File: config.mk
export PLATFORM = sky130hd
export DESIGN_NAME = pixel_sensor_ctrl
export DESIGN_NICKNAME = d
export VERILOG_FILES = /design/src/rtl/pixel_sensor_ctrl.sv
export SDC_FILE = /design/constraint.sdc
export NUM_CORES = 1
export LEC_CHECK = 0
export BUFFER_PORTS_ARGS = -buffer_cell sky130_fd_sc_hd__buf_2
export CAP_MARGIN = 20
export CORE_MARGIN = 1
export CORE_UTILIZATION = 60
export CTS_CLUSTER_DIAMETER = 80
export DETAILED_ROUTE_END_ITERATION = 12
export HOLD_SLACK_MARGIN = 0.1
export PLACE_DENSITY = 0.82
export SLEW_MARGIN = 20
export SYNTH_ARGS = -nofsm -noshare
export SYNTH_HDL_FRONTEND = slang
export SYNTH_SLANG_ARGS = --single-unit
File: constraint.sdc
create_clock -name clk -period 3.2 [get_ports clk]
set_input_delay 0.64 -clock clk [delete_from_list [all_inputs] [get_ports clk]]
set_output_delay 0.64 -clock clk [all_outputs]
set_load 0.1 [all_outputs]
File: src/rtl/pixel_sensor_ctrl.sv
// Frame sequencer for the pixel array: ERASE -> EXPOSE -> ramp CONVERT -> one-hot row readout.
// Latency: start sampled at a posedge, erase rises on the following cycle; all outputs registered.
// Backpressure: row_ready gates each row transfer; read/row_valid hold indefinitely while it is low.
//
// Ports:
//   clk, reset (sync, active-low), start, abort, expose_time  -- control inputs
//   erase, expose, convert, counter                            -- pixel/ramp phase controls
//   read, row_index, row_valid, row_ready                      -- row readout handshake
//   busy, frame_done                                           -- status
// Optional build macro PIXEL_CTRL_CONTINUOUS_EN adds input 'continuous': after the last row the
// sequencer loops through GAP into the next ERASE instead of returning to IDLE.

module pixel_sensor_ctrl #(
  parameter int PIXEL_ARRAY_HEIGHT = 4,
  parameter int COUNTER_BITS       = 8,
  parameter int ERASE_CYCLES       = 5,
  parameter int READ_ROW_CYCLES    = 5,
  localparam int ROW_BITS = (PIXEL_ARRAY_HEIGHT > 1) ? $clog2(PIXEL_ARRAY_HEIGHT) : 1
) (
`ifdef PIXEL_CTRL_CONTINUOUS_EN
  input  logic                          continuous,
`endif
  input  logic                          clk,
  input  logic                          reset,
  input  logic                          start,
  input  logic                          abort,
  input  logic [COUNTER_BITS-1:0]       expose_time,
  output logic                          erase,
  output logic                          expose,
  output logic                          convert,
  output logic [COUNTER_BITS-1:0]       counter,
  output logic [PIXEL_ARRAY_HEIGHT-1:0] read,
  output logic [ROW_BITS-1:0]           row_index,
  output logic                          row_valid,
  input  logic                          row_ready,
  output logic                          busy,
  output logic                          frame_done
);

  typedef enum logic [2:0] {
    S_IDLE, S_ERASE, S_GAP, S_EXPOSE, S_CONVERT, S_READ_SETTLE, S_READ_WAIT
  } state_t;

  localparam logic [31:0] ERASE_LAST   = 32'(ERASE_CYCLES - 1);
  localparam logic [31:0] CONVERT_LAST = 32'((2 ** COUNTER_BITS) - 1);
  localparam logic [31:0] SETTLE_LAST  = 32'(READ_ROW_CYCLES - 1);
  localparam logic [ROW_BITS-1:0] LAST_ROW = ROW_BITS'(PIXEL_ARRAY_HEIGHT - 1);

  state_t                    state, state_n;
  state_t                    gap_ret, gap_ret_n;   // phase that follows the current GAP
  logic [31:0]               timer, timer_n;       // cycles spent in the current phase
  logic [COUNTER_BITS-1:0]   exp_lat, exp_n;
  logic [ROW_BITS-1:0]       row, row_n;
  logic                      done_n;
  logic                      rd_n;
  logic [PIXEL_ARRAY_HEIGHT-1:0] read_n;
  logic [COUNTER_BITS-1:0]   exp_in;

  // A zero exposure would skip the phase entirely; clamp to one cycle.
  assign exp_in = (expose_time == '0) ? COUNTER_BITS'(1) : expose_time;

  always_comb begin
    state_n   = state;
    gap_ret_n = gap_ret;
    timer_n   = timer + 32'd1;
    exp_n     = exp_lat;
    row_n     = row;
    done_n    = 1'b0;

    case (state)
      S_IDLE: begin
        timer_n = '0;
        row_n   = '0;
        if (start) begin
          state_n = S_ERASE;
          exp_n   = exp_in;
        end
      end
      S_ERASE: begin
        if (timer == ERASE_LAST) begin
          state_n   = S_GAP;
          gap_ret_n = S_EXPOSE;
          timer_n   = '0;
        end
      end
      S_GAP: begin
        state_n = gap_ret;
        timer_n = '0;
`ifdef PIXEL_CTRL_CONTINUOUS_EN
        if (gap_ret == S_ERASE) exp_n = exp_in;
`endif
      end
      S_EXPOSE: begin
        if ((timer + 32'd1) == 32'(exp_lat)) begin
          state_n   = S_GAP;
          gap_ret_n = S_CONVERT;
          timer_n   = '0;
        end
      end
      S_CONVERT: begin
        if (timer == CONVERT_LAST) begin
          state_n   = S_GAP;
          gap_ret_n = S_READ_SETTLE;
          timer_n   = '0;
          row_n     = '0;
        end
      end
      S_READ_SETTLE: begin
        if (timer == SETTLE_LAST) begin
          state_n = S_READ_WAIT;
          timer_n = '0;
        end
      end
      S_READ_WAIT: begin
        timer_n = '0;
        // row_valid is high throughout this state, so row_ready alone marks the transfer.
        if (row_ready) begin
          if (row == LAST_ROW) begin
            done_n  = 1'b1;
            row_n   = '0;
            state_n = S_IDLE;
`ifdef PIXEL_CTRL_CONTINUOUS_EN
            if (continuous) begin
              state_n   = S_GAP;
              gap_ret_n = S_ERASE;
            end
`endif
          end else begin
            row_n   = row + ROW_BITS'(1);
            state_n = S_READ_SETTLE;
          end
        end
      end
      default: state_n = S_IDLE;
    endcase

    if (abort && (state != S_IDLE)) begin
      state_n = S_IDLE;
      timer_n = '0;
      row_n   = '0;
      done_n  = 1'b0;
    end
  end

  assign rd_n   = (state_n == S_READ_SETTLE) || (state_n == S_READ_WAIT);
  assign read_n = PIXEL_ARRAY_HEIGHT'(1) << row_n;

  // Outputs are decoded from the next state so they change on the same edge as the state.
  always_ff @(posedge clk) begin
    if (!reset) begin
      state      <= S_IDLE;
      gap_ret    <= S_IDLE;
      timer      <= '0;
      exp_lat    <= '0;
      row        <= '0;
      erase      <= 1'b0;
      expose     <= 1'b0;
      convert    <= 1'b0;
      counter    <= '0;
      read       <= '0;
      row_index  <= '0;
      row_valid  <= 1'b0;
      busy       <= 1'b0;
      frame_done <= 1'b0;
    end else begin
      state      <= state_n;
      gap_ret    <= gap_ret_n;
      timer      <= timer_n;
      exp_lat    <= exp_n;
      row        <= row_n;
      erase      <= (state_n == S_ERASE);
      expose     <= (state_n == S_EXPOSE);
      convert    <= (state_n == S_CONVERT);
      counter    <= (state_n == S_CONVERT) ? timer_n[COUNTER_BITS-1:0] : '0;
      read       <= rd_n ? read_n : '0;
      row_index  <= rd_n ? row_n : '0;
      row_valid  <= (state_n == S_READ_WAIT);
      busy       <= (state_n != S_IDLE);
      frame_done <= done_n;
    end
  end

endmodule

==> results of run 1 <==
power by group through the flow:
stage               Sequential [mW]  Combinational, mW  Clock, mW
floorplan                     0.916              0.115          0
global placement              0.902              0.166          0
detailed placement            0.903              0.168          0
CTS                           0.884              0.169      0.720
global route                  0.886              0.186      0.754
finish                        0.885              0.170      0.704
state kept, by name, summed over array words and instances, names as in the netlist, 2 cells and up:
signal,flops
row,2
timer,32
exp_lat,8
state,3
counter,8
gap_ret,3
row_index,2
read,4
worst paths after layout:
check / start / end / slack [ns] / cells past startpoint
hold / removal: gap_ret[2]$_SDFFE_PN0P_ / gap_ret[2]$_SDFFE_PN0P_ / 0.49 / 2
hold reg to reg: gap_ret[2]$_SDFFE_PN0P_ / gap_ret[2]$_SDFFE_PN0P_ / 0.49 / 2
setup reg to reg: timer[7]$_SDFF_PN0_ / timer[14]$_SDFF_PP0_ / 0.29 / 10
setup / recovery: timer[7]$_SDFF_PN0_ / timer[14]$_SDFF_PP0_ / 0.29 / 10
worst max-delay path: stages (launching register included):
cell and delay [ns]:
sky130_fd_sc_hd__dfxtp_1 0.53, sky130_fd_sc_hd__nand3_1 0.26, sky130_fd_sc_hd__nor4_4 0.52, sky130_fd_sc_hd__buf_4 0.24
sky130_fd_sc_hd__nor2b_1 0.22, sky130_fd_sc_hd__a21oi_1 0.11, sky130_fd_sc_hd__nor4_4 0.22, sky130_fd_sc_hd__nand4_1 0.17
sky130_fd_sc_hd__nand2_1 0.10, sky130_fd_sc_hd__buf_4 0.32, sky130_fd_sc_hd__nor2_1 0.09
per-layer routing:
layer | global-route usage [%] | wire [um] | share of wire [%]
met2 | 43.1 | 3770 | 47
met5 | 0 | 0 | 0
met1 | 31.8 | 3710 | 46
met3 | 5.96 | 380 | 4.7
met4 | 16.1 | 246 | 3.0
layout by cell type (no fill, tap or decap), types with 5 or more instances in the layout:
master,count
sky130_fd_sc_hd__dfxtp_1,68
sky130_fd_sc_hd__nor2_1,60
sky130_fd_sc_hd__nand2_1,50
sky130_fd_sc_hd__buf_2,32
sky130_fd_sc_hd__a21oi_1,23
sky130_fd_sc_hd__nand3_1,22
sky130_fd_sc_hd__xnor2_1,19
sky130_fd_sc_hd__nor3_1,16
sky130_fd_sc_hd__xor2_1,16
sky130_fd_sc_hd__inv_1,11
sky130_fd_sc_hd__nand4_1,11
sky130_fd_sc_hd__o21ai_0,11
sky130_fd_sc_hd__clkbuf_8,9
sky130_fd_sc_hd__nor4_1,8
sky130_fd_sc_hd__and2_1,8
sky130_fd_sc_hd__nor2b_1,8
sky130_fd_sc_hd__and3_1,7
sky130_fd_sc_hd__nor3b_1,5
sky130_fd_sc_hd__o211ai_1,5
sky130_fd_sc_hd__buf_4,5
area by class of cell:
| class | instances | area [um^2] |
|---|---|---|
| Tap cell | 75 | 93.8 |
| Inverter | 12 | 45.0 |
| Clock inverter | 6 | 72.6 |
| Clock buffer | 10 | 128 |
| Timing Repair Buffer | 37 | 198 |
| Sequential cell | 68 | 1360 |
| Multi-Input combinational cell | 345 | 2210 |
| Fill cell | 476 | 1880 |
cells by family (layout without fill, tap and decap cells):
| family | after synthesis | count (layout) | share of synthesized area [%] |
|---|---|---|---|
| AO/OA/AOI/OAI | 80 | 80 | 15.4 |
| multiplexers | 2 | 2 | 0.531 |
| buffers and inverters | 40 | 65 | 5.28 |
| adder cells (fa/ha/maj) | 3 | 3 | 0.996 |
| AND/OR/NAND/NOR | 222 | 222 | 31.7 |
| flip-flops | 68 | 68 | 36.1 |
| XOR/XNOR | 38 | 38 | 9.96 |
repair_timing:
action | in CTS | in global routing
gates resized for setup | 0 | 0
endpoints found under the hold margin | 0 | 0
setup endpoints to repair | 0 | 39
hold buffers | 0 | 0
==> PnR_summary.wiki, run 1 <==
{| class="wikitable"
! Metric !! Value
|-
| Number of standard cells after synthesis || 453
|-
| Row count || 28
|-
| Clock buffer depth || 2
|-
| Fraction of layout cells with a size suffix above 1 || 15.1%
|-
| Total number of vias || 3,295
|-
| Number of input and output port buffers inserted || 32
|-
| Root buf cell || sky130_fd_sc_hd__clkbuf_8
|-
| Count of nets after finishing || 489
|-
| Initial antenna violation count || 0
|-
| Setup violators final || 0
|-
| Most frequent cell after synthesis || sky130_fd_sc_hd__dfxtp_1
|-
| WS Path Type || reg2reg
|-
| Post-synth cell types || 69
|-
| Setup repair after global routing missed its margin || no
|-
| Worst slack, placed || 0.209 ns
|-
| Detailed-route DRC error count || 0
|-
| Portion of synthesized cell area occupied by the leading cell type || 36.1%
|-
| Sequential share of the synthesized area || 36.1%
|-
| Highest clock frequency the design can meet || 0.344 GHz
|-
| Initial DRT Pass Iterations || 5
|-
| RD Place Congestion || 0.882
|-
| Asr flop ratio synth || 0%
|-
| Leading register cell type out of synthesis || sky130_fd_sc_hd__dfxtp_1
|-
| Startpoint kind of the worst setup timing path || register
|-
| Area of the core region || 0.00599 mm^2
|-
| DRT antenna net count || 0
|-
| Data required time at the worst endpoint || 3.42 ns
|-
| Switching power || 0.465 mW
|-
| Mapped Nets || 469
|-
| Y dimension of the die || 81.3 um
|-
| Final Slew Violations || 0
|-
| Clock-pin slew of the registers on the worst-case setup and hold paths || 0.07 ns
|-
| Portion of the clock cycle consumed by the worst path in the final layout || 91.0%
|-
| Wire length of the first global-routing pass || 13,200 um
|-
| Total CTS buffers || 9
|-
| Number of vias per cell || 5.96
|-
| Max-cap check violation count || 0
|-
| Path class of the lowest-slack min-delay path || reg2reg
|-
| Post-placement cell area || 0.00391 mm^2
|-
| Post-synth EDFFs || 0
|-
| Internal cell power || 1.29 mW
|-
| Hold Slack || 0.485 ns
|-
| Number of placed I/O pins || 33
|-
| Placed cell count || 537
|-
| Kind of end point of the critical path || register
|-
| Largest cells by area after synthesis || sky130_fd_sc_hd__dfxtp_1, sky130_fd_sc_hd__nor2_1, sky130_fd_sc_hd__nand2_1
|-
| Die outline width || 81.3 um
|-
| Most instantiated cells after synthesis || sky130_fd_sc_hd__dfxtp_1, sky130_fd_sc_hd__nor2_1, sky130_fd_sc_hd__nand2_1
|-
| Post-Layout Cell Count || 553
|-
| Setup Fix Bufs, Post-CTS || 0
|-
| Final period demand of the worst path || 2.91 ns
|-
| Average instance area after synthesis || 8.32 um^2
|-
| Largest voltage drop on the vdd net || 358 uV
|-
| TritonCTS Sinks || 68
|-
| Post-route clock skew || 0.0140 ns
|-
| Endpoint arrival time on the critical path || 3.13 ns
|-
| Number of DRC violations after detailed-routing iteration 0 || 211
|-
| Leftover overflow at the end of global routing || 0
|-
| Area growth from synthesis to layout || 8.96%
|-
| Slew margin rel. || 46.3%
|-
| Dpl hpwl || 5930 um
|-
| Total Die Area || 0.00660 mm^2
|-
| Number of global-route vias before repair || 2,987
|-
| TritonCTS clock tree || yes
|-
| PnR Total Power || 1.76 mW
|-
| Outcome || completed
|-
| Leak pwr || 1.54 nW
|-
| Total wirelength of the detailed-routed design || 8100 um
|-
| Worst-Skew Late Latency || 0.35 ns
|-
| Netlist area before placement || 0.00377 mm^2
|-
| Utilization after layout || 68.5%
|-
| Worst-path fanout max || 30
|-
| Combinational share of power || 9.7%
|-
| Post-route worst setup slack || 0.289 ns
|-
| Initial Util || 62.9%
|-
| Final Instance Area || 0.00411 mm^2
|-
| Detailed-route wire length per cell || 14.7 um
|-
| Synth Warn # || 0
|-
| Total Negative Setup Slacks || 0 ns
|-
| Transition at the pin with the smallest max-transition slack || 0.802 ns
|-
| Total Routing Usage GR || 26.5%
|-
| Clock share of power || 40.0%
|-
| Pwr per Cell Area || 428 mW/mm^2
|-
| CTS H-tree lvls || 3
|-
| # diodes || 0
|-
| Number of flip-flops and latches in the synthesized netlist || 68
|-
| Sequential group share of total power || 50.3%
|-
| Largest net degree at the start of global routing || 31
|-
| Final count of hold timing violations || 0
|-
| Cell accounting for the most synthesized area || sky130_fd_sc_hd__dfxtp_1
|-
| Switching share of power || 26.4%
|}
Note: power is estimated with default switching activity, not from simulation.
==> inputs of run 2 (changes only) <==
- SETUP_SLACK_MARGIN: not set -> 0.4
==> PnR_summary.wiki, run 2 (synthesis results as in run 1) <==
{| class="wikitable"
! Metric !! Value
|-
| Y dimension of the die || 81.3 um (unchanged)
|-
| Placed cell count || 537 (unchanged)
|-
| Final count of hold timing violations || 0 (unchanged)
|-
| Critical R2R Launch || timer[0]$_SDFF_PN0_
|-
| Post-route worst setup slack || 0.547 ns (+0.257 ns)
|-
| Total Negative Setup Slacks || 0 ns (unchanged)
|-
| Row count || 28 (unchanged)
|-
| Setup repair after global routing missed its margin || no
|-
| Leak pwr || 1.58 nW (+3.1%)
|-
| Total number of vias || 3,258 (-1.1%)
|-
| Max FFs per register || 32 (unchanged)
|-
| Count of nets after finishing || 493 (+0.82%)
|-
| Kind of end point of the critical path || register
|-
| Switching share of power || 26.8% (+0.39 points)
|-
| RR Endpoint || busy$_SDFF_PN0_
|-
| Root buf cell || sky130_fd_sc_hd__clkbuf_8
|-
| Die outline width || 81.3 um (unchanged)
|-
| Setup violators final || 0 (unchanged)
|-
| Area of the core region || 0.00599 mm^2 (unchanged)
|-
| Detailed-route DRC error count || 0 (unchanged)
|-
| Number of filler cells placed in the layout || 450 (-5.5%)
|-
| Total Die Area || 0.00660 mm^2 (unchanged)
|-
| Initial DRT Pass Iterations || 6 (+1)
|-
| DRT antenna net count || 0 (unchanged)
|-
| Outcome || completed
|-
| CTS H-tree lvls || 3 (unchanged)
|-
| Number of input and output port buffers inserted || 32 (unchanged)
|-
| Max-cap check violation count || 0 (unchanged)
|-
| Number of cells on the worst reg-to-reg path || 11 (+1)
|-
| Combinational share of power || 10.1% (+0.4 points)
|-
| Initial Util || 62.9% (unchanged)
|-
| Largest registers || timer (32), counter (8), exp_lat (8)
|-
| Clock share of power || 40.0% (about the same)
|-
| Sequential group share of total power || 49.9% (-0.4 points)
|-
| Hold-critical path endpoint || gap_ret[2]$_SDFFE_PN0P_
|-
| Initial antenna violation count || 0 (unchanged)
|-
| WS Path Type || reg2reg
|-
| Final Slew Violations || 0 (unchanged)
|-
| Number of vias per cell || 5.85 (-1.8%)
|-
| Launch point of the worst hold path || gap_ret[2]$_SDFFE_PN0P_
|-
| Detailed-route wire length per cell || 15.0 um (+2.4%)
|-
| Post-placement cell area || 0.00391 mm^2 (unchanged)
|-
| Post-Layout Cell Count || 557 (+0.72%)
|-
| Startpoint kind of the worst setup timing path || register
|-
| Multi-input logic area || 0.00229 mm^2 (+3.6%)
|-
| Path class of the lowest-slack min-delay path || reg2reg
|-
| Slew margin rel. || 64.6% (+18 points)
|-
| Switching power || 0.476 mW (+2.4%)
|-
| Largest net degree at the start of global routing || 31 (unchanged)
|-
| TritonCTS Sinks || 68 (unchanged)
|-
| Number of DRC violations after detailed-routing iteration 0 || 151 (-28%)
|-
| # diodes || 0 (unchanged)
|-
| Number of global-route vias before repair || 3,001 (+0.47%)
|-
| TritonCTS clock tree || yes
|-
| Dpl hpwl || 5930 um (unchanged)
|-
| Most frequent cells in the layout || sky130_fd_sc_hd__nor2_1, sky130_fd_sc_hd__dfxtp_1, sky130_fd_sc_hd__nand2_1
|-
| Largest register by flop count || timer
|-
| FF/Latch Area || 0.00138 mm^2 (+1.5%)
|-
| Leading cell type in the layout, fill and taps excluded || sky130_fd_sc_hd__nor2_1
|-
| Total CTS buffers || 9 (unchanged)
|-
| Number of placed I/O pins || 33 (unchanged)
|-
| Reg2Reg Setup Slack || 0.55 ns (+0.26 ns)
|-
| Clock buffer depth || 2 (unchanged)
|-
| Total Routing Usage GR || 26.7% (+0.14 points)
|-
| Worst slack, placed || 0.209 ns (unchanged)
|-
| Pwr per Cell Area || 418 mW/mm^2 (-2.3%)
|-
| Worst-Skew Late Latency || 0.36 ns (about the same)
|-
| Hold Slack || 0.485 ns (-0.000295 ns)
|-
| RD Place Congestion || 0.882 (unchanged)
|-
| Total wirelength of the detailed-routed design || 8360 um (+3.1%)
|-
| Internal cell power || 1.30 mW (+0.40%)
|-
| Endpoint arrival time on the critical path || 2.90 ns (-0.23 ns)
|-
| Worst-path fanout max || 7 (-77%)
|-
| Largest voltage drop on the vdd net || 357 uV (-0.21%)
|-
| Data required time at the worst endpoint || 3.44 ns (+0.02 ns)
|-
| Final Instance Area || 0.00424 mm^2 (+3.4%)
|-
| Final period demand of the worst path || 2.65 ns (-0.257 ns)
|-
| Leftover overflow at the end of global routing || 0 (unchanged)
|-
| Area growth from synthesis to layout || 12.6%
|-
| Fraction of layout cells with a size suffix above 1 || 20.3% (+5.3 points)
|-
| Wire length of the first global-routing pass || 13,300 um (+0.57%)
|-
| Post-route clock skew || 0.0140 ns (+0.0000452 ns)
|-
| Highest clock frequency the design can meet || 0.377 GHz (+9.7%)
|-
| Hold path depth || 2 (unchanged)
|-
| Transition at the pin with the smallest max-transition slack || 0.531 ns (-0.271 ns)
|-
| Clock-pin slew of the registers on the worst-case setup and hold paths || 0.08 ns (about the same)
|-
| Portion of the clock cycle consumed by the worst path in the final layout || 82.9% (-8.0 points)
|}
==> run 2: per-layer routing <==
| metal | GRT usage (%) | vias to the layer above | wire length, um |
|---|---|---|---|
| met5 | 0 | - | 0 |
| met1 | 32.2 | 1514 | 3810 |
| met4 | 16.3 | 0 | 239 |
| met3 | 5.51 | 21 | 354 |
| li1 | - | 1646 | - |
| met2 | 43.4 | 77 | 3960 |
==> run 2: worst max-delay path by stage <==
stage	to	slack, ns	cells after the start	start
final	busy$_SDFF_PN0_	0.55	11	timer[0]$_SDFF_PN0_
after global routing	read[0]$_SDFF_PP0_	0.39	11	timer[1]$_SDFF_PN0_
after CTS	timer[19]$_SDFF_PP0_	0.43	11	timer[1]$_SDFF_PN0_
after detailed placement	timer[19]$_SDFF_PP0_	0.21	11	timer[1]$_SDFF_PN0_
after global placement	busy$_SDFF_PN0_	0.35	9	timer[1]$_SDFF_PN0_
after floorplan	busy$_SDFF_PN0_	0.50	10	timer[1]$_SDFF_PN0_
==> run 2: cell type report <==
class                      count  share of cell area, %
sequential                    68                   32.5
timing repair buffer          41                   5.54
inverter                      12                   1.06
tap                           75                   2.21
multi-input combinational    345                   53.9
clock buffer                  10                   3.01
clock inverter                 6                   1.71
==> run 2: metrics by stage <==
stage          utilization, %  total power [mW]
5_1_grt                  70.8              1.84
4_1_cts                  69.0              1.77
2_1_floorplan               -              1.03
3_5_place_dp             65.2              1.07
6_report                 70.8              1.77
3_3_place_gp             65.2              1.07
==> run 2: worst max-delay path: stages (launching register included) <==
cell	delay, ns
sky130_fd_sc_hd__dfxtp_4	0.37
sky130_fd_sc_hd__buf_6	0.12
sky130_fd_sc_hd__inv_1	0.07
sky130_fd_sc_hd__ha_4	0.24
sky130_fd_sc_hd__xor2_1	0.16
sky130_fd_sc_hd__a311oi_1	0.32
sky130_fd_sc_hd__o211ai_1	0.16
sky130_fd_sc_hd__nor3_1	0.21
sky130_fd_sc_hd__and4_1	0.24
sky130_fd_sc_hd__nand4_1	0.14
sky130_fd_sc_hd__and3_4	0.22
sky130_fd_sc_hd__or3_1	0.29
==> run 2: power by group through the flow <==
stage / clock network [mW] / logic [mW] / registers (mW)
after global routing: 0.753 / 0.195 / 0.887
after global placement: 0 / 0.166 / 0.902
final: 0.710 / 0.179 / 0.886
after floorplan: 0 / 0.115 / 0.916
after detailed placement: 0 / 0.168 / 0.903
after CTS: 0.720 / 0.169 / 0.884
==> run 2: what timing repair did <==
item | 4_1_cts | 5_1_grt
setup endpoints to repair | 44 | 51
hold buffers | 0 | 0
setup buffers | 3 | 1
pin swaps | 1 | 6
gates resized for setup | 1 | 28
